File: src/rtl/timer_seq_ctrl_if.sv
// Control/CSR-side bundle for the interval timer.
// The master drives config and commands; the timer (slave) reports status.
interface timer_seq_ctrl_if #(
  parameter int N  = 8,
  parameter int PW = 4
);
  logic          cfg_valid;
  logic          cfg_ready;
  logic [N-1:0]  cfg_period;
  logic [PW-1:0] cfg_presc;
  logic          cfg_periodic;
  logic          start;
  logic          stop;
  logic          irq_clr;
  logic          busy;
  logic [N-1:0]  count;
  logic          done;
  logic          irq;

  modport master (
    output cfg_valid, cfg_period, cfg_presc, cfg_periodic,
    output start, stop, irq_clr,
    input  cfg_ready, busy, count, done, irq
  );

  modport slave (
    input  cfg_valid, cfg_period, cfg_presc, cfg_periodic,
    input  start, stop, irq_clr,
    output cfg_ready, busy, count, done, irq
  );
endinterface

File: src/rtl/timer_seq_ctrl.sv
// Programmable interval timer: prescaled up-counter with IDLE/RUN/PAUSE
// sequencing, one-cycle terminal-count pulse and sticky interrupt.
module timer_seq_ctrl #(
  parameter int N  = 8,
  parameter int PW = 4
) (
  input  logic          clk,
  input  logic          rst,
  timer_seq_ctrl_if.slave bus
);

  typedef enum logic [1:0] {
    IDLE  = 2'd0,
    RUN   = 2'd1,
    PAUSE = 2'd2
  } state_t;

  state_t        state, state_n;
  logic [N-1:0]  count, count_n;
  logic [N-1:0]  period_r;
  logic [PW-1:0] pcnt, pcnt_n;
  logic [PW-1:0] presc_r;
  logic          periodic_r;
  logic          done, done_n;
  logic          irq, irq_n;
  logic          en;
  logic          term;
  logic          cfg_fire;

  assign cfg_fire = bus.cfg_valid && (state == IDLE);

  // stop beats a prescaler tick on the same edge
  assign en   = (state == RUN) && (pcnt == presc_r) && !bus.stop;
  assign term = en && (count == period_r - N'(1));

  always_comb begin
    state_n = state;
    count_n = count;
    pcnt_n  = pcnt;
    done_n  = 1'b0;
    irq_n   = irq && !bus.irq_clr;
    unique case (state)
      IDLE: begin
        if (bus.start && (period_r != '0)) begin
          state_n = RUN;
          count_n = '0;
          pcnt_n  = '0;
        end
      end
      RUN: begin
        if (bus.stop) begin
          state_n = PAUSE;
        end else if (en) begin
          pcnt_n = '0;
          if (term) begin
            count_n = '0;
            done_n  = 1'b1;
            irq_n   = 1'b1;
            if (!periodic_r) state_n = IDLE;
          end else begin
            count_n = count + N'(1);
          end
        end else begin
          pcnt_n = pcnt + PW'(1);
        end
      end
      PAUSE: begin
        if (bus.stop) begin
          state_n = IDLE;
          count_n = '0;
          pcnt_n  = '0;
        end else if (bus.start) begin
          state_n = RUN;
        end
      end
      default: begin
        state_n = IDLE;
        count_n = '0;
        pcnt_n  = '0;
      end
    endcase
  end

  always_ff @(posedge clk or posedge rst) begin
    if (rst) begin
      state <= IDLE;
      count <= '0;
      pcnt  <= '0;
      done  <= 1'b0;
      irq   <= 1'b0;
    end else begin
      state <= state_n;
      count <= count_n;
      pcnt  <= pcnt_n;
      done  <= done_n;
      irq   <= irq_n;
    end
  end

  always_ff @(posedge clk or posedge rst) begin
    if (rst) begin
      period_r   <= '0;
      presc_r    <= '0;
      periodic_r <= 1'b0;
    end else if (cfg_fire) begin
      period_r   <= bus.cfg_period;
      presc_r    <= bus.cfg_presc;
      periodic_r <= bus.cfg_periodic;
    end
  end

  assign bus.cfg_ready = (state == IDLE);
  assign bus.busy      = (state != IDLE);
  assign bus.count     = count;
  assign bus.done      = done;
  assign bus.irq       = irq;

endmodule

File: src/flat_wrapper.sv
// flat-port wrapper written by rule: the top's interface ports become plain ports
module timer_seq_ctrl_flat 
#(
  parameter int N  = 8,
  parameter int PW = 4
)
  (clk, rst, bus_cfg_valid, bus_cfg_period, bus_cfg_presc, bus_cfg_periodic, bus_start, bus_stop, bus_irq_clr, bus_cfg_ready, bus_busy, bus_count, bus_done, bus_irq);
  timer_seq_ctrl_if #(.N(N), .PW(PW)) bus_i ();
  input  logic clk;
  input  logic rst;
  input wire logic [$bits(bus_i.cfg_valid)-1:0] bus_cfg_valid;
  input wire logic [$bits(bus_i.cfg_period)-1:0] bus_cfg_period;
  input wire logic [$bits(bus_i.cfg_presc)-1:0] bus_cfg_presc;
  input wire logic [$bits(bus_i.cfg_periodic)-1:0] bus_cfg_periodic;
  input wire logic [$bits(bus_i.start)-1:0] bus_start;
  input wire logic [$bits(bus_i.stop)-1:0] bus_stop;
  input wire logic [$bits(bus_i.irq_clr)-1:0] bus_irq_clr;
  output wire logic [$bits(bus_i.cfg_ready)-1:0] bus_cfg_ready;
  output wire logic [$bits(bus_i.busy)-1:0] bus_busy;
  output wire logic [$bits(bus_i.count)-1:0] bus_count;
  output wire logic [$bits(bus_i.done)-1:0] bus_done;
  output wire logic [$bits(bus_i.irq)-1:0] bus_irq;
  assign bus_i.cfg_valid = bus_cfg_valid;
  assign bus_i.cfg_period = bus_cfg_period;
  assign bus_i.cfg_presc = bus_cfg_presc;
  assign bus_i.cfg_periodic = bus_cfg_periodic;
  assign bus_i.start = bus_start;
  assign bus_i.stop = bus_stop;
  assign bus_i.irq_clr = bus_irq_clr;
  assign bus_cfg_ready = bus_i.cfg_ready;
  assign bus_busy = bus_i.busy;
  assign bus_count = bus_i.count;
  assign bus_done = bus_i.done;
  assign bus_irq = bus_i.irq;
  timer_seq_ctrl #(.N(N), .PW(PW)) u_core (.clk(clk), .rst(rst), .bus(bus_i));
endmodule
File: config.mk
export PLATFORM = sky130hd
export DESIGN_NAME = timer_seq_ctrl_flat
export DESIGN_NICKNAME = d
export VERILOG_FILES = /design/src/rtl/timer_seq_ctrl_if.sv /design/src/rtl/timer_seq_ctrl.sv /design/src/flat_wrapper.sv
export SDC_FILE = /design/constraint.sdc
export NUM_CORES = 1
export LEC_CHECK = 0
export BUFFER_PORTS_ARGS = -buffer_cell sky130_fd_sc_hd__buf_2
export CAP_MARGIN = 25
export CELL_PAD_IN_SITES_DETAIL_PLACEMENT = 0
export CELL_PAD_IN_SITES_GLOBAL_PLACEMENT = 1
export CORE_MARGIN = 3
export CORE_UTILIZATION = 42
export CTS_CLUSTER_SIZE = 24
export DETAILED_ROUTE_END_ITERATION = 10
export PLACE_DENSITY = 0.86
export SETUP_SLACK_MARGIN = 0.2
export SYNTH_ARGS = -nofsm -noshare
export SYNTH_HDL_FRONTEND = slang
export SYNTH_SLANG_ARGS = --single-unit
File: constraint.sdc
create_clock -name clk -period 3.3 [get_ports clk]
set_input_delay 0.66 -clock clk [delete_from_list [all_inputs] [get_ports clk]]
set_output_delay 0.66 -clock clk [all_outputs]
set_load 0.05 [all_outputs]
Yosys cells after proc, flatten, opt, wreduce, memory -nomap -nowiden
Index checks and enable logic that the tools add are counted.
{"block": "totals", "regBits": 29, "inputBits": 19, "output_inout_bits": 12, "elab_cells": 64}
{"block": "op_classes", "addsub": 3, "eq_ne": 12, "mux": 27, "reduce_logical": 14}
{"op": "$mux W8", "n": 5}
{"op": "$pmux W8 S3", "n": 1}
{"op": "$mux W4", "n": 4}
{"op": "$mux W2", "n": 7}
{"op": "$pmux W4 S3", "n": 1}
{"op": "$add A8 B1 Y8 const B", "n": 1}
{"op": "$eq A8 B8 Y1", "n": 1}
{"op": "$mux W1", "n": 8}
{"op": "$reduce_bool A8 Y1", "n": 1}
{"op": "$sub A8 B1 Y8 const B", "n": 1}
{"op": "$logic_and A1 B1 Y1", "n": 6}
{"op": "$ne A3 B2 Y1 const B", "n": 2}
{"op": "$ne A3 B3 Y1 const B", "n": 2}
{"op": "$pmux W2 S3", "n": 1}
{"op": "$reduce_and A5 Y1", "n": 1}
{"op": "$add A4 B1 Y4 const B", "n": 1}
{"op": "$eq A4 B4 Y1", "n": 1}
{"op": "$ne A2 B1 Y1 const B", "n": 2}
{"op": "$ne A2 B2 Y1 const B", "n": 2}
{"op": "$reduce_and A4 Y1", "n": 1}
{"op": "$reduce_and A3 Y1", "n": 1}
{"op": "$eq A2 B1 Y1 const B", "n": 1}
{"op": "$eq A2 B2 Y1 const B", "n": 1}
{"op": "$logic_not A1 Y1", "n": 2}
{"op": "2 further kinds", "n": 2}

Longest topological paths before layout
{"block": "logic_depth", "ltp_word": 8, "ltp_mapped": 9, "mapped_depth_nobuf": 8}

Worst setup path after synthesis
Ideal clock, no wire load.
{"block": "synth_path", "path_type": "reg-to-reg", "start": "register u_core.state[0]", "end": "register u_core.period_r[2]", "setup_time_ns": 0.127, "arrival_time_ns": 2.345, "t_required_ns": 3.173, "setup_slack_ns": 0.828, "stages_incl_launch_ff": 6, "n_path_buf": 2, "period_less_slack_ns": 2.472, "path_cell_list": "dfrtp_1 > nor2_1 > and2_1 > clkbuf_1 > buf_1 > mux2_1"}
{"block": "synth_via", "elab_chain_cells": 2}
{"item": "start: declaration", "line_no": "timer_seq_ctrl.sv:18", "rtl": "state_t state, state_n;"}
{"item": "start signal: assignment", "line_no": "timer_seq_ctrl.sv:92", "rtl": "state <= state_n;"}
{"item": "$logic_not A2 Y1"}
{"item": "via bus_cfg_ready", "line_no": "flat_wrapper.sv:18", "rtl": "output wire logic [$bits(bus_i.cfg_ready)-1:0] bus_cfg_ready;"}
{"item": "$logic_and A1 B1 Y1", "line_no": "timer_seq_ctrl.sv:30", "rtl": "assign cfg_fire = bus.cfg_valid && (state == IDLE);"}
{"item": "end signal: assignment", "line_no": "timer_seq_ctrl.sv:106", "rtl": "period_r <= bus.cfg_period;"}
{"item": "end: declaration", "line_no": "timer_seq_ctrl.sv:20", "rtl": "logic [N-1:0] period_r;"}
The timed path passes the listed nets, and every way through them passes these cells.
A chain may end at the register's enable or synchronous reset.

Worst setup path in the final report
{"block": "layout_path", "start": "register u_core.period_r[2]", "end": "register u_core.count[5], in the netlist u_core.bus.count[5]"}
{"block": "layout_via", "elab_chain_cells": 7, "elab_cells_between_ends": 11, "cone_classes": "add/sub: 1; eq/ne: 2; mux: 4; reduce/logical: 4"}
{"item": "$sub A8 B1 Y8", "line_no": "timer_seq_ctrl.sv:34", "rtl": "assign term = en && (count == period_r - N'(1));"}
{"item": "$eq A8 B8 Y1", "line_no": "timer_seq_ctrl.sv:34"}
{"item": "$logic_and A1 B1 Y1", "line_no": "timer_seq_ctrl.sv:34"}
{"item": "$mux W8", "line_no": "timer_seq_ctrl.sv:55", "rtl": "if (term) begin"}
{"item": "$mux W8", "line_no": "timer_seq_ctrl.sv:53", "rtl": "end else if (en) begin"}
{"item": "$mux W8", "line_no": "timer_seq_ctrl.sv:51", "rtl": "if (bus.stop) begin"}
{"item": "$pmux W8 S3", "line_no": "timer_seq_ctrl.sv:42", "rtl": "unique case (state)"}
{"item": "end signal: assignment", "line_no": "timer_seq_ctrl.sv:93", "rtl": "count <= count_n;"}
{"item": "end: declaration", "line_no": "timer_seq_ctrl.sv:19", "rtl": "logic [N-1:0] count, count_n;"}
Several ways; a longest one is shown, not always the timed one. The select of a mux whose other input is x is not followed.

==> reports/results.txt <==
Status: finished clean
Peak VDD IR: 0.4637 mV
Met1 Track Usage GR: 0.1903
# setup viols final: 0
Startpoint Class: flip-flop
Mean Syn Cell Area: 9.973 um^2
Slew HR: 0.4424
Vias in the first global route: 1,401
Layout area overhead: 16.70%
LEAKAGE: 0.9148 nW
Io pins: 31
Wire length of the first global-routing pass: 6.341 mm
TritonCTS Buffers: 5
Hold_buf cts: 0
Die Span Y: 69.91 um
Worst Reg2Reg Path Length in Cells: 6
DRC Markers: 0
Final TNS setup: 0 ps
RSZ-0062 raised after global routing: no
Worst r2r src: u_core.period_r[2]$_DFFE_PP0P_
Setup slack after layout: 898.5 ps
Pin count of the biggest net entering global routing: 23
Final core occ: 0.5270
Port-buffer cells: 30
YS warnings: 0
Via-per-instance ratio: 5.714
Gr busiest metal: met2
Post-CTS setup buffer count: 0
TritonRoute pass-1 iters: 4
Mapped Area: 1715 um^2
Top_reg_cell synth: dfrtp_1
Final Cycle Share: 0.7277
Cell Pwr Density: 719.7 nW/um^2
Max Clk Rate: 416.4 MHz
Max cap viols: 0
CP Data Arrival Time: 2590 ps
Sink Count: 29
TritonCTS clock tree: built
Worst-path clk slew: 70 ps
Final max-slew violation count: 0
Yosys reg bits: 29
GR Util All Layers: 0.1621
CTS Root Cell: clkbuf_8
Cell taking the most area after synthesis: dfrtp_1
Synthesized Nets: 195
Cell Count, Final, Fillers Out: 252
Die W: 69.91 um
Max Clock Skew: 9.888 ps
Cell Rows: 22
Synth area leaders: dfrtp_1 (42%), mux2_1 (7.2%), nand3_1 (4.1%)
DR iter-0 viols: 62
Htree depth: 2
Antenna diode count: 0
Post-DR wirelength/cell: 14.79 um
Cell variety after synth: 45
Clk Latency, worst-skew pair: 290 ps
Req. time, crit path: 3480 ps
Worst setup EP type: flip-flop
Vias: 1,440
Final hold vios: 0
WL final: 3.726 mm
Dpl hpwl: 2.817 mm
Synth top area share: 0.4230
Worst-Margin Slew: 831.9 ps
Final min period: 2402 ps
Register area share after synthesis: 0.4230
Routability cong.: 0.8063
Inst Count DP: 244
Hold Path Class: in2async
GR Overflow Total: 0
EDFF count, synth: 0
Crit path max fanout: 9
Clock Tree Buf Depth: 2
Post-CTS Resized: 0
Reg2Reg Capture Point: u_core.bus.count[5]$_DFFE_PP0P_
Initial Util: 0.4516
Async SR Flop Fraction: 1.000
GR met3 Demand/Resource: 0.05324
Grt met2 use: 0.2707
Gate Count Post-Synth: 172
Reg2Reg Setup Slack: 900 ps
Initial antenna violation count: 0
Setup WS pre-CTS: 922.1 ps
Setup Crit Path Kind: reg2reg
Core ar.: 3799 um^2
# nets final: 226
Layout cells sized above 1: 0.2304
Die Area: 4887 um^2
ANT nets after route: 0
## routing by layer
metal,share of wire,routed length [um],up-vias
li1,-,-,688
met1,0.42,1570,709
met2,0.50,1878,36
met3,0.056,207,7
met4,0.019,70,0
met5,0,0,-
## flip-flops by register name (all words and copies together) (netlist names)
signal / flops
u_core.bus.irq: 1
u_core.periodic_r: 1
u_core.period_r: 8
u_core.bus.done: 1
u_core.bus.count: 8
u_core.pcnt: 4
u_core.presc_r: 4
u_core.state: 2
## where the power goes
part / internal [mW] / leakage [nW] / switching [mW] / total, mW
Sequential: 0.458 / 0.372 / 0.130 / 0.587
Combinational: 0.247 / 0.497 / 0.323 / 0.570
Clock: 0.146 / 0.0450 / 0.138 / 0.283
## worst max-delay path, stage by stage (launching register included)
cell	delay, ps
dfrtp_1	450
or4_4	560
or4b_4	570
a31oi_4	290
o21bai_4	220
a22oi_1	130
o41ai_1	90
## cells in the final DEF, fill, tap and decap left out, types with 4 or more instances in the layout
| master | count |
|---|---|
| buf_2 | 30 |
| dfrtp_1 | 29 |
| nand3_1 | 14 |
| nor2_1 | 12 |
| nand2_1 | 11 |
| mux2_1 | 11 |
| inv_1 | 7 |
| xnor2_1 | 6 |
| xor2_1 | 6 |
| o21ai_1 | 6 |
| clkbuf_8 | 5 |
| and3_1 | 4 |
| a31oi_1 | 4 |
| ha_1 | 4 |
## Yosys cell counts (2+ instances only)
library cell	n
o21a_1	3
o21ai_0	3
mux2i_1	3
nand4_1	3
a21oi_1	3
a211oi_1	3
clkbuf_1	5
xnor2_1	6
a32o_1	2
nor2_1	12
and2_1	3
a31oi_1	4
ha_1	4
nor4_1	2
nor3_1	3
and3_1	4
xor2_1	6
nand3_1	14
dfrtp_1	29
o31ai_1	2
nand2_1	11
inv_2	2
nand2b_1	2
o21ai_1	6
inv_1	7
mux2_1	11
## logic make-up after synthesis
logic type	after synthesis	synth area share
and+or+nand+nor	59	0.1802
xor gates and xnor gates	12	0.06127
DFF	29	0.4231
muxes	15	0.09628
adders and majority gates	4	0.02918
AOI/OAI and AO/OA	37	0.1707
buffers and inverters	16	0.03939
## area by class of cell
| cell class | instances | area (um^2) |
|---|---|---|
| flip-flops and latches | 29 | 725.7 |
| inverters | 9 | 33.78 |
| clock buffers | 6 | 72.57 |
| clock inverters | 2 | 10.01 |
| repair buffers | 31 | 177.7 |
| fillers | 344 | 1797 |
| multi-input cells | 127 | 922.1 |
| well taps | 48 | 60.06 |
## per-stage QoR
step | instance area (um^2) | hold WS (ps) | total power [mW]
2_1_floorplan | 1715 | 459.5 | 1.039
3_3_place_gp | 1892 | 495.4 | 1.134
3_5_place_dp | 1919 | 480.9 | 1.165
4_1_cts | 2002 | 358.5 | 1.454
5_1_grt | 2002 | 388.7 | 1.553
6_report | 2002 | 354.4 | 1.441
## worst max-delay path by stage
stage,startpoint,to,slack [ps],depth (start not counted)
3_3_place_gp,u_core.period_r[2]$_DFFE_PP0P_,u_core.bus.count[5]$_DFFE_PP0P_,950,6
3_5_place_dp,u_core.period_r[2]$_DFFE_PP0P_,u_core.bus.count[5]$_DFFE_PP0P_,920,6
6_report,u_core.period_r[2]$_DFFE_PP0P_,u_core.bus.count[5]$_DFFE_PP0P_,900,6
4_1_cts,u_core.period_r[2]$_DFFE_PP0P_,u_core.bus.count[5]$_DFFE_PP0P_,890,6
5_1_grt,u_core.period_r[2]$_DFFE_PP0P_,u_core.bus.count[4]$_DFFE_PP0P_,770,6
2_1_floorplan,u_core.state[0]$_DFFE_PP0P_,u_core.period_r[2]$_DFFE_PP0P_,830,5
Note: power is estimated with default switching activity, not from simulation.
